===== src/rtl/z80_bus_pkg.sv =====
// ============================================================================
//  Module   : z80_bus_pkg
//  Brief    : Shared types and constants for the Z80 bus responder.
//  Revision : 1.0 - initial release
// ============================================================================
`default_nettype none

package z80_bus_pkg;

    typedef enum logic [1:0] {
        DRAIN = 2'd0,
        IDLE  = 2'd1,
        REQ   = 2'd2,
        DONE  = 2'd3
    } state_t;

    localparam int         c_cnt_w      = 16;
    localparam logic [7:0] c_abort_data = 8'hFF;

endpackage

`default_nettype wire


===== src/rtl/z80_bus_decode.sv =====
// ============================================================================
//  Module   : z80_bus_decode
//  Brief    : Combinational classifier for Z80 memory, I/O and INTA cycles.
//  Revision : 1.0 - initial release
// ============================================================================
`default_nettype none

module z80_bus_decode #(
    parameter logic [15:0] MEM_MATCH = 16'h0000,
    parameter logic [15:0] MEM_MASK  = 16'h0000,
    parameter int          IO_EN     = 1
) (
    input  logic [15:0] i_addr,
    input  logic        i_m1_n,
    input  logic        i_mreq_n,
    input  logic        i_iorq_n,
    input  logic        i_rd_n,
    input  logic        i_wr_n,
    input  logic        i_rfsh_n,
    output logic        o_mem_hit,
    output logic        o_io_hit,
    output logic        o_inta,
    output logic        o_is_read
);

    localparam logic c_io_en = (IO_EN != 0);

    logic w_rw;
    logic w_addr_match;

    assign w_rw         = !i_rd_n || !i_wr_n;
    assign w_addr_match = ((i_addr & MEM_MASK) == MEM_MATCH);

    // Refresh cycles drive MREQ low too; rfsh_n keeps them from being claimed.
    assign o_mem_hit = !i_mreq_n && i_rfsh_n && w_rw && w_addr_match;
    assign o_io_hit  = c_io_en && !i_iorq_n && i_m1_n && w_rw;
    assign o_inta    = !i_iorq_n && !i_m1_n;
    assign o_is_read = !i_rd_n;

endmodule

`default_nettype wire


===== src/rtl/z80_bus_responder.sv =====
// ============================================================================
//  Module   : z80_bus_responder
//  Brief    : Target-side Z80 bus agent bridging CPU cycles to a req/ack backend.
//  Revision : 1.0 - initial release
// ============================================================================
`default_nettype none

module z80_bus_responder
    import z80_bus_pkg::*;
#(
    parameter logic [15:0] MEM_MATCH = 16'h0000,
    parameter logic [15:0] MEM_MASK  = 16'h0000,
    parameter int          IO_EN     = 1,
    parameter int          TIMEOUT   = 255
) (
    input  logic        wb_clk_i,
    input  logic        wb_rst_i,
    input  logic [15:0] A,
    input  logic [7:0]  di,
    input  logic        m1_n,
    input  logic        mreq_n,
    input  logic        iorq_n,
    input  logic        rd_n,
    input  logic        wr_n,
    input  logic        rfsh_n,
    output logic [7:0]  dout,
    output logic        doe,
    output logic        wait_n,
    output logic        int_n,
    input  logic        irq_req,
    input  logic [7:0]  irq_vector,
    output logic        irq_ack,
    output logic        bk_req,
    output logic        bk_we,
    output logic        bk_io,
    output logic [15:0] bk_addr,
    output logic [7:0]  bk_wdata,
    input  logic [7:0]  bk_rdata,
    input  logic        bk_ack,
    output logic        timeout
);

    localparam logic [c_cnt_w-1:0] c_timeout_last = c_cnt_w'(TIMEOUT - 1);

    state_t               r_state;
    logic [c_cnt_w-1:0]   r_cnt;
    logic [7:0]           r_dout;
    logic                 r_int_n;
    logic                 r_irq_ack;
    logic                 r_bk_req;
    logic                 r_bk_we;
    logic                 r_bk_io;
    logic [15:0]          r_bk_addr;
    logic [7:0]           r_bk_wdata;
    logic                 r_timeout;
    logic                 r_inta;
    logic                 r_rd;

    logic w_mem_hit;
    logic w_io_hit;
    logic w_inta;
    logic w_is_read;
    logic w_hit;
    logic w_strobe_low;

    z80_bus_decode #(
        .MEM_MATCH (MEM_MATCH),
        .MEM_MASK  (MEM_MASK),
        .IO_EN     (IO_EN)
    ) u_decode (
        .i_addr    (A),
        .i_m1_n    (m1_n),
        .i_mreq_n  (mreq_n),
        .i_iorq_n  (iorq_n),
        .i_rd_n    (rd_n),
        .i_wr_n    (wr_n),
        .i_rfsh_n  (rfsh_n),
        .o_mem_hit (w_mem_hit),
        .o_io_hit  (w_io_hit),
        .o_inta    (w_inta),
        .o_is_read (w_is_read)
    );

    assign w_hit = w_mem_hit || w_io_hit || w_inta;

    // The strobe that opened the current cycle: IORQ for I/O and INTA, else MREQ.
    assign w_strobe_low = (r_bk_io || r_inta) ? !iorq_n : !mreq_n;

    always_comb begin
        wait_n = 1'b1;
        doe    = 1'b0;
        case (r_state)
            IDLE:    wait_n = !(w_hit && !w_inta);
            REQ:     wait_n = 1'b0;
            DONE: begin
                if (r_inta)
                    doe = !iorq_n;
                else
                    doe = r_rd && !rd_n && w_strobe_low;
            end
            default: wait_n = 1'b1;
        endcase
    end

    always_ff @(posedge wb_clk_i or posedge wb_rst_i) begin
        if (wb_rst_i) begin
            r_state    <= DRAIN;
            r_cnt      <= '0;
            r_dout     <= 8'h00;
            r_int_n    <= 1'b1;
            r_irq_ack  <= 1'b0;
            r_bk_req   <= 1'b0;
            r_bk_we    <= 1'b0;
            r_bk_io    <= 1'b0;
            r_bk_addr  <= 16'h0000;
            r_bk_wdata <= 8'h00;
            r_timeout  <= 1'b0;
            r_inta     <= 1'b0;
            r_rd       <= 1'b0;
        end else begin
            r_int_n   <= !irq_req;
            r_irq_ack <= 1'b0;
            r_timeout <= 1'b0;
            case (r_state)
                DRAIN: begin
                    if (mreq_n && iorq_n)
                        r_state <= IDLE;
                end
                IDLE: begin
                    if (w_inta) begin
                        r_dout    <= irq_vector;
                        r_irq_ack <= 1'b1;
                        r_inta    <= 1'b1;
                        r_rd      <= 1'b0;
                        r_state   <= DONE;
                    end else if (w_mem_hit || w_io_hit) begin
                        r_bk_addr  <= A;
                        r_bk_wdata <= di;
                        r_bk_we    <= !wr_n;
                        r_bk_io    <= w_io_hit;
                        r_bk_req   <= 1'b1;
                        r_inta     <= 1'b0;
                        r_rd       <= w_is_read;
                        r_cnt      <= '0;
                        r_state    <= REQ;
                    end
                end
                REQ: begin
                    // An ack arriving on the expiry cycle still wins over the abort.
                    if (bk_ack) begin
                        r_bk_req <= 1'b0;
                        if (r_rd)
                            r_dout <= bk_rdata;
                        r_state <= DONE;
                    end else if (r_cnt == c_timeout_last) begin
                        r_bk_req  <= 1'b0;
                        r_dout    <= c_abort_data;
                        r_timeout <= 1'b1;
                        r_state   <= DONE;
                    end else begin
                        r_cnt <= r_cnt + 1'b1;
                    end
                end
                DONE: begin
                    if (!w_strobe_low)
                        r_state <= IDLE;
                end
                default: r_state <= DRAIN;
            endcase
        end
    end

    assign dout     = r_dout;
    assign int_n    = r_int_n;
    assign irq_ack  = r_irq_ack;
    assign bk_req   = r_bk_req;
    assign bk_we    = r_bk_we;
    assign bk_io    = r_bk_io;
    assign bk_addr  = r_bk_addr;
    assign bk_wdata = r_bk_wdata;
    assign timeout  = r_timeout;

endmodule

`default_nettype wire


===== config.mk =====
export PLATFORM = sky130hd
export DESIGN_NAME = z80_bus_responder
export DESIGN_NICKNAME = d
export VERILOG_FILES = /design/src/rtl/z80_bus_pkg.sv /design/src/rtl/z80_bus_decode.sv /design/src/rtl/z80_bus_responder.sv
export SDC_FILE = /design/constraint.sdc
export NUM_CORES = 1
export LEC_CHECK = 0
export BUFFER_PORTS_ARGS = -buffer_cell sky130_fd_sc_hd__buf_2
export CORE_UTILIZATION = 53
export CTS_BUF_LIST = sky130_fd_sc_hd__clkbuf_4
export DETAILED_ROUTE_END_ITERATION = 6
export PLACE_DENSITY = 0.84
export SYNTH_ARGS = -nofsm -noshare
export SYNTH_HDL_FRONTEND = slang
export SYNTH_SLANG_ARGS = --single-unit

===== constraint.sdc =====
create_clock -name wb_clk_i -period 2.5 [get_ports wb_clk_i]
set_input_delay 0.25 -clock wb_clk_i [delete_from_list [all_inputs] [get_ports wb_clk_i]]
set_output_delay 0.25 -clock wb_clk_i [all_outputs]
set_load 0.005 [all_outputs]

# == After elaboration in Yosys (flattened, before gate mapping) ==
# Cells that the tools add are included.
# classes
addsub,1
n_eq_ne,14
mux,35
n_bitwise,1
n_reduce_logical,30
# ops
operator,count
16-bit 2-to-1 mux,4
8-bit 2-to-1 mux,4
16-bit case mux with 2 select lines,1
16-bit by 1-bit adder with 16-bit output (second input constant),1
16-bit by 8-bit equality test with 1-bit output (second input constant),1
1-bit 2-to-1 mux,16
8-bit case mux with 2 select lines,1
2-bit inequality test (second input constant),7
2-bit 2-to-1 mux,6
4-bit AND reduction,3
1-bit logical AND,9
3-bit inequality test (second input constant),3
1-bit logical NOT,8
2-bit case mux with 4 select lines,1
5-bit AND reduction,1
2-bit equality test (second input constant),2
1-bit logical OR,4
1-bit case mux with 2 select lines,2
2-bit nonzero test,2
3-bit AND reduction,1
2-bit by 1-bit equality test with 1-bit output (second input constant),1
2-bit logical NOT,1
2-bit AND reduction,1
1-bit inverter,1
# word_totals
ff_bits,58
input_bits,50
out_inout_bits,40
elab_cells,94

# == Logic depth before layout (Yosys ltp) ==
# Gate-level depths: netlist of run 1.
# depth
word_depth,8
ltp_mapped,9

# == Cells and area by module ==
# Synthesis of run 1 repeated with hierarchy kept, for this count alone.
# unflattened
hier_cells,251
area_unflattened_um2,2751.4
# by_module_without_submodules
mod,instances,cells_per_inst,area_each_um2,seq_area_each_um2
z80_bus_responder,1,246,2722.6,1452.6
z80_bus_decode,1,5,28.8,0.0

# == Least setup slack after synthesis of run 1 ==
# OpenSTA, ideal clock, no wires.
# synth_timing
path_kind,register to register
start,reg r_state[1]
end,reg r_cnt[8]
setup_ps,104
arrival_time_ps,1831
required_ps,2396
slack_ps,565
path_stages_with_launch,10
synth_period_minus_slack_ps,1935
cell_sequence,dfrtp_1 inv_1 ha_1 buf_6 or3b_4 nand2_4 a221oi_4 nand2b_2 buf_6 o41ai_2
# synth_between
elab_chain_cells,3
elab_cells_between_ends,9
classes_between,eq/ne: 6; mux: 1; reduce/logical: 2
# synth_lines
element,line,source
"start, declared",z80_bus_responder.sv:45,state_t r_state;
"start signal, assigned",z80_bus_responder.sv:107,r_state <= DRAIN;
"start signal, assigned",z80_bus_responder.sv:127,r_state <= IDLE;
"start signal, assigned",z80_bus_responder.sv:135,r_state <= DONE;
2-bit equality test / 2-bit by 1-bit equality test with 1-bit output (equally long branches),z80_bus_responder.sv:124,case (r_state)
2-bit inequality test (no line) / 2-bit nonzero test (equally long branches),--,
5-bit AND reduction (no line),--,
"end signal, assigned",z80_bus_responder.sv:161,r_cnt <= r_cnt + 1'b1;
"end, declared",z80_bus_responder.sv:46,logic [c_cnt_w-1:0] r_cnt;
# Parallel ways exist; a longest one is shown, timed or not.
# A chain may end at the register's enable or synchronous reset.

# == Final worst setup path of run 1 ==
# layout_timing
start,reg r_cnt[0]
end,reg r_dout[2] (netlist: dout[2])
# layout_between
elab_chain_cells,3
# layout_lines
element,line,source
16-bit by 8-bit equality test with 1-bit output,z80_bus_responder.sv:155,end else if (r_cnt == c_timeout_last) begin
3-bit inequality test (no line),--,
4-bit AND reduction (no line),--,
"end signal, assigned",z80_bus_responder.sv:131,r_dout <= irq_vector;
"end signal, assigned",z80_bus_responder.sv:153,r_dout <= bk_rdata;
"end signal, assigned",z80_bus_responder.sv:157,r_dout <= c_abort_data;
"end, declared",z80_bus_responder.sv:47,logic [7:0] r_dout;
# Every way passes these cells.

==> flow_summary.ini, run 1 <==
[floorplanning]
rows = 26
io_pins = 90
dieArea_um2 = 5790
chipHeight_um = 76.1
core_um2 = 5200
die_w_um = 76.1
initial_core_util_pct = 55.9

[clocking]
cts-root-buf = clkbuf_4
postCtsSetupRepairBufs = 0
clockBufferDepth = 2
cts_tree = built
clk_latency_ns = 0.41
cts_max_level = 3
clock-sinks = 58
clkTransAtPathRegs_ns = 0.11
numCtsBuffers = 9

[grt]
antenna_found_initial = 0
grt_max_degree = 29
grt_pass1_wl_um = 11200
grt_pass1_vias = 2440
grt_usage_pct = 24.9
overflow = 0

[place]
hpwl_um = 4990
place_congestion = 0.859
port_buffers = 89

[detailed_routing]
drc = 0
drt_wl_total_um = 6790
postRouteAntennaNets = 0
vias_per_cell = 5.66
wl_per_cell_um = 15.6
vias = 2466
drt-initial-drc-count = 94
dr.pass1.iters = 4

[flow_run]
cap_violations = 0

[power_and_ir_drop]
power_density_nw_per_um2 = 1110
p_leak_nw = 1.73
power_mw = 3.99
ir_drop_uv = 432

[timing]
hold_viol = 0
slew_violations = 0
timing.final.crit_share_pct = 90.0
post-route-min-period_ns = 2.25
finalSetupViolCount = 0
tns_ns = 0
rsz0062_at_grt = no
worst_pin_slew_ns = 0.847
slew-limit-headroom_pct = 43.2
max_freq_ghz = 0.444
skew_ns = 0.0125

[synthesis]
ys.flop_type = dfrtp_1
async_reset_ff_share_pct = 100
synth-edff-count = 0
ys_seq_area_share_pct = 49.9
syn_area_per_cell_um2 = 11.1
syn_nets = 319
synth_cell_types = 54
ys_ff_latch = 58
syn-cell-area_um2 = 2910
ys.warnings.count = 0
synth_cells = 263

[setup_path]
crit_chain = inv_1 > ha_1 > nor3b_1 > and4_1 > o21ai_1 > o21ai_0
critPathBufInv = 1
cp_slowest_cell = o21ai_1
critPathMaxStageDelay_ns = 0.72
cp.arrival_ns = 2.49
cp-end-kind = register
cp_top_family = compound AO/OA/AOI/OAI gates
reg2reg_setup_slack_ns = 0.25
worstPathRequired_ns = 2.74
worstSetupStartpointType = register
path_max_fanout = 16
reg2reg_to = dout[2]
r2r_start = r_cnt[0]
rr_worst_depth = 6
path_class = register to register

[cells_and_area]
final_nets = 417
n_antenna_cell = 0
final_layout_size_suffix_gt1_share_pct = 42.9
nFillCells = 388
area_delta_synth_final_pct = 23.9
multi_input_area_um2 = 1330
seqCellArea_um2 = 1450

[worst_hold_path]
worstHoldPathCells = 2
holdCritStartpoint = wr_n
hold_end = bk_we
hold_path_class = input port to register

[run_status]
status = completed
## cell families after synthesis
kind of cell / share of synthesized area [%]
compound gates: 19.4
mux: 9.67
flops: 49.9
simple gates: 13.9
fa+ha+maj: 2.58
buf+inv: 4.51
## layout make-up
class                      count  area share, %
sequential                    58           40.3
multi-input combinational    180           36.8
timing repair buffer         100           14.8
clock inverter                 7           2.60
tap                           70           2.43
clock buffer                   9           1.87
inverter                      12           1.25
## registers in the layout (all words and copies together), names as in the netlist
signal    count
bk_addr      16
r_cnt        16
bk_wdata      8
dout          8
r_state       2
bk_io         1
bk_req        1
bk_we         1
int_n         1
irq_ack       1
r_inta        1
r_rd          1
timeout       1
## where the power goes
part	leakage [nW]	internal (mW)	switching [mW]	total, mW
Clock	0.0819	0.403	0.363	0.766
Combinational	0.920	0.799	0.908	1.71
Sequential	0.725	1.29	0.227	1.52
## worst register-to-register path: cells and delay by family (launching register included)
kind	cells	cell delay, ns
AOI/OAI and AO/OA	2	0.97
and+or+nand+nor	2	0.44
adders and majority gates	1	0.19
buffers and inverters	1	0.09
DFF	1	0.40
## synthesized netlist by cell type (4+ instances only)
| library cell | count | area share [%] |
|---|---|---|
| mux2_2 | 25 | 9.7 |
| o21ai_0 | 17 | 2.9 |
| inv_1 | 12 | 1.5 |
| a21oi_1 | 9 | 1.5 |
| nor2_1 | 6 | 0.77 |
| o22ai_1 | 11 | 2.4 |
| dfrtp_1 | 57 | 49 |
| o21a_1 | 4 | 1.0 |
| nand2_1 | 29 | 3.7 |
| nand3_1 | 9 | 1.5 |
| ha_1 | 6 | 2.6 |
| o41ai_2 | 6 | 3.4 |
| clkbuf_1 | 4 | 0.52 |
| nor4_1 | 4 | 0.86 |
## layer usage
metal	routed length (µm)	GRT usage, %	up-vias
li1	-	-	1171
met1	2830	29.3	1191
met2	3470	43.7	91
met3	376	5.51	13
met4	118	11.2	0
met5	0	0	-
## how the worst max path moves through the flow
| stage | from | to | slack (ns) | cells past startpoint |
|---|---|---|---|---|
| after global placement | r_cnt[0] | dout[6] | 0.41 | 6 |
| final | r_cnt[0] | dout[2] | 0.25 | 6 |
| after detailed placement | r_cnt[0] | dout[2] | 0.24 | 6 |
| after global routing | r_cnt[0] | dout[2] | 0.03 | 6 |
| after CTS | r_cnt[0] | dout[2] | 0.22 | 6 |
| after floorplan | r_state[1] | r_cnt[8] | 0.56 | 9 |
## stage by stage
stage	hold WS [ns]	worst slack (ns)	std cells	util [%]	area (µm²)
global placement	0.346	0.407	418	65.8	3420
CTS	0.0453	0.216	436	69.3	3610
finish	0.0664	0.250	436	69.3	3610
detailed placement	0.344	0.239	418	65.8	3420
floorplan	0.276	0.565	263	-	2910
global route	0.0507	0.0295	436	69.3	3610
## repair_timing
action | CTS | global route
setup endpoints to repair | 0 | 0
hold buffers | 2 | 0
gates resized for setup | 0 | 0
endpoints found under the hold margin | 26 | 0
## placed cells by master, fill, tap and decap left out, drive strengths merged, types with 2 or more instances in the layout
cell	synthesis	final
inv	12	12
nor2b	2	2
and2	3	3
and3	2	2
o21ai	19	19
o22ai	11	11
o41ai	7	7
nor3	2	2
a21oi	9	9
clkinv	0	3
a31oi	3	3
or3b	2	2
o31ai	3	3
nand2b	3	3
dfrtp	57	57
dlygate4sd3	0	2
nor2	6	6
a22oi	2	2
nand3	9	9
buf	9	98
clkbuf	4	9
nor3b	2	2
clkinvlp	0	2
o21a	4	4
ha	6	6
nand4	3	3
o211ai	2	2
nor4	4	4
mux2	25	25
nand2	30	30
a2bb2oi	3	3
bufinv	0	2
and4	2	2
(Power assumes the default switching activity.)
==> run 2, diff against run 1 <==
--- a/config.mk
+++ b/config.mk
@@ -6,5 +6,5 @@
 export NUM_CORES = 1
 export LEC_CHECK = 0
-export BUFFER_PORTS_ARGS = -buffer_cell sky130_fd_sc_hd__buf_2
+export BUFFER_PORTS_ARGS = -buffer_cell sky130_fd_sc_hd__buf_4
 export CORE_UTILIZATION = 53
 export CTS_BUF_LIST = sky130_fd_sc_hd__clkbuf_4
==> constraint.sdc (replaced) <==
create_clock -name wb_clk_i -period 2.5 [get_ports wb_clk_i]
set_input_delay 0.625 -clock wb_clk_i [delete_from_list [all_inputs] [get_ports wb_clk_i]]
set_output_delay 0.625 -clock wb_clk_i [all_outputs]
set_load 0.005 [all_outputs]
==> run 2 against run 1 <==
Clock power is 13% higher. Global-route usage is 0.90 points higher. Core utilization is 4.5 points higher. Largest power group unchanged. Non-clock buffer count is 5 lower. Combinational power is 11% higher. Highest routed layer unchanged.
==> flow_summary.ini, run 2 (synthesized netlist as in run 1, its figures left out) <==
[run_status]
status = completed

[grt]
grt_usage_pct = 25.9
overflow = 0
grt_max_degree = 59
antenna_found_initial = 0
grt_pass1_wl_um = 11700
grt_pass1_vias = 2442

[clocking]
clk_latency_ns = 0.40
postCtsSetupRepairBufs = 0
numCtsBuffers = 9
cts_max_level = 3
clock-sinks = 58
clkTransAtPathRegs_ns = 0.10
cts-root-buf = clkbuf_4
postCtsHoldBufs = 0
post_cts_resized = 1
clockBufferDepth = 2
cts_tree = built

[floorplanning]
dieArea_um2 = 5790
initial_core_util_pct = 55.9
rows = 26
die_w_um = 76.1
chipHeight_um = 76.1
io_pins = 90
core_um2 = 5200

[place]
hpwl_um = 5030
place_congestion = 0.864
dp.cells = 415
port_buffers = 89

[setup_path]
critPathMaxStageDelay_ns = 0.41
reg2reg_to = r_cnt[14]
rr_worst_depth = 8
cp_slowest_cell = dfrtp_1
path_max_fanout = 8
r2r_start = r_state[0]
worstSetupStartpointType = register
path_class = register to output port
cp.arrival_ns = 1.74
crit_chain = inv_1 > ha_4 > o21ai_0 > nand2b_1 > a21boi_0 > buf_4
cp-end-kind = output port
reg2reg_setup_slack_ns = 0.27
worstPathRequired_ns = 1.88

[timing]
hold_viol = 0
worst_pin_slew_ns = 0.568
skew_ns = 0.0141
rsz0062_at_grt = no
finalSetupViolCount = 0
slew_violations = 0
tns_ns = 0
post-route-min-period_ns = 2.37
max_freq_ghz = 0.422
timing.final.crit_share_pct = 94.7
slew-limit-headroom_pct = 62.1

[cells_and_area]
final_cells = 431
area_delta_synth_final_pct = 31.9
final_nets = 412
layout_commonest_cell = buf_4
n_antenna_cell = 0
final_layout_size_suffix_gt1_share_pct = 43.2
layout_common_cells = buf_4 (94), dfrtp_1 (57), nand2_1 (29), mux2_2 (25), o21ai_0 (17)

[detailed_routing]
drc = 0
top_layer_used = met4
postRouteAntennaNets = 0
vias = 2510
wl_met2_um = 3440
dr.pass1.iters = 4
met3_wirelength_um = 427
drt-initial-drc-count = 136
wl_met1_um = 3060
vias_per_cell = 5.82
drt_wl_total_um = 7120
wl_per_cell_um = 16.5

[power_and_ir_drop]
ir_drop_uv = 539
p_leak_nw = 1.80
power_density_nw_per_um2 = 1120

[worst_hold_path]
hold_path_class = input port to asynchronous set/reset pin

[flow_run]
cap_violations = 0
-- run 2: worst max path at each step --
stage                          start       to  cells after the start
after floorplan               iorq_n   wait_n                      6
after global placement        iorq_n   wait_n                      6
after detailed placement    r_cnt[0]  dout[2]                      6
after CTS                 r_state[1]   wait_n                      6
after global routing      r_state[1]   wait_n                      6
final                     r_state[1]   wait_n                      6
-- run 2: metrics by stage --
stage / hold WS, ns / worst slack [ns] / power [mW] / util [%] / cell area, µm²
detailed placement: 0.477 / 0.225 / 3.41 / 69.9 / 3640
CTS: 0.286 / 0.0455 / 4.28 / 73.5 / 3820
global placement: 0.464 / 0.295 / 3.32 / 69.9 / 3640
finish: 0.263 / 0.133 / 4.30 / 73.8 / 3840
global route: 0.297 / 0.0226 / 4.57 / 73.8 / 3840
floorplan: 0.472 / 0.256 / 2.64 / - / 2910
-- run 2: final cells by class --
type / count / area [µm²]
Tap cell: 70 / 87.6
Sequential cell: 58 / 1450
Clock inverter: 5 / 103
Multi-Input combinational cell: 180 / 1340
Timing Repair Buffer: 95 / 726
Clock buffer: 11 / 82.6
Inverter: 12 / 45.0
Fill cell: 375 / 1370
-- run 2: report_power, final --
part | switching (mW) | internal (mW) | total [mW] | leakage [nW]
clock network | 0.341 | 0.528 | 0.869 | 0.0971
registers | 0.243 | 1.29 | 1.54 | 0.725
logic | 0.927 | 0.963 | 1.89 | 0.974
total | 1.51 | 2.79 | 4.30 | 1.80
-- run 2: routing by layer --
layer,global-route usage [%],up-vias
li1,-,1164
met1,32.0,1228
met2,42.9,101
met3,5.51,17
met4,13.1,0
met5,0,-
-- run 2: critical path, delay by kind of cell, from the launching register on --
kind                       cells  cell delay [ns]
and+or+nand+nor                1             0.19
adders and majority gates      1             0.19
buffers and inverters          2             0.29
DFF                            1             0.41
AOI/OAI and AO/OA              2             0.28
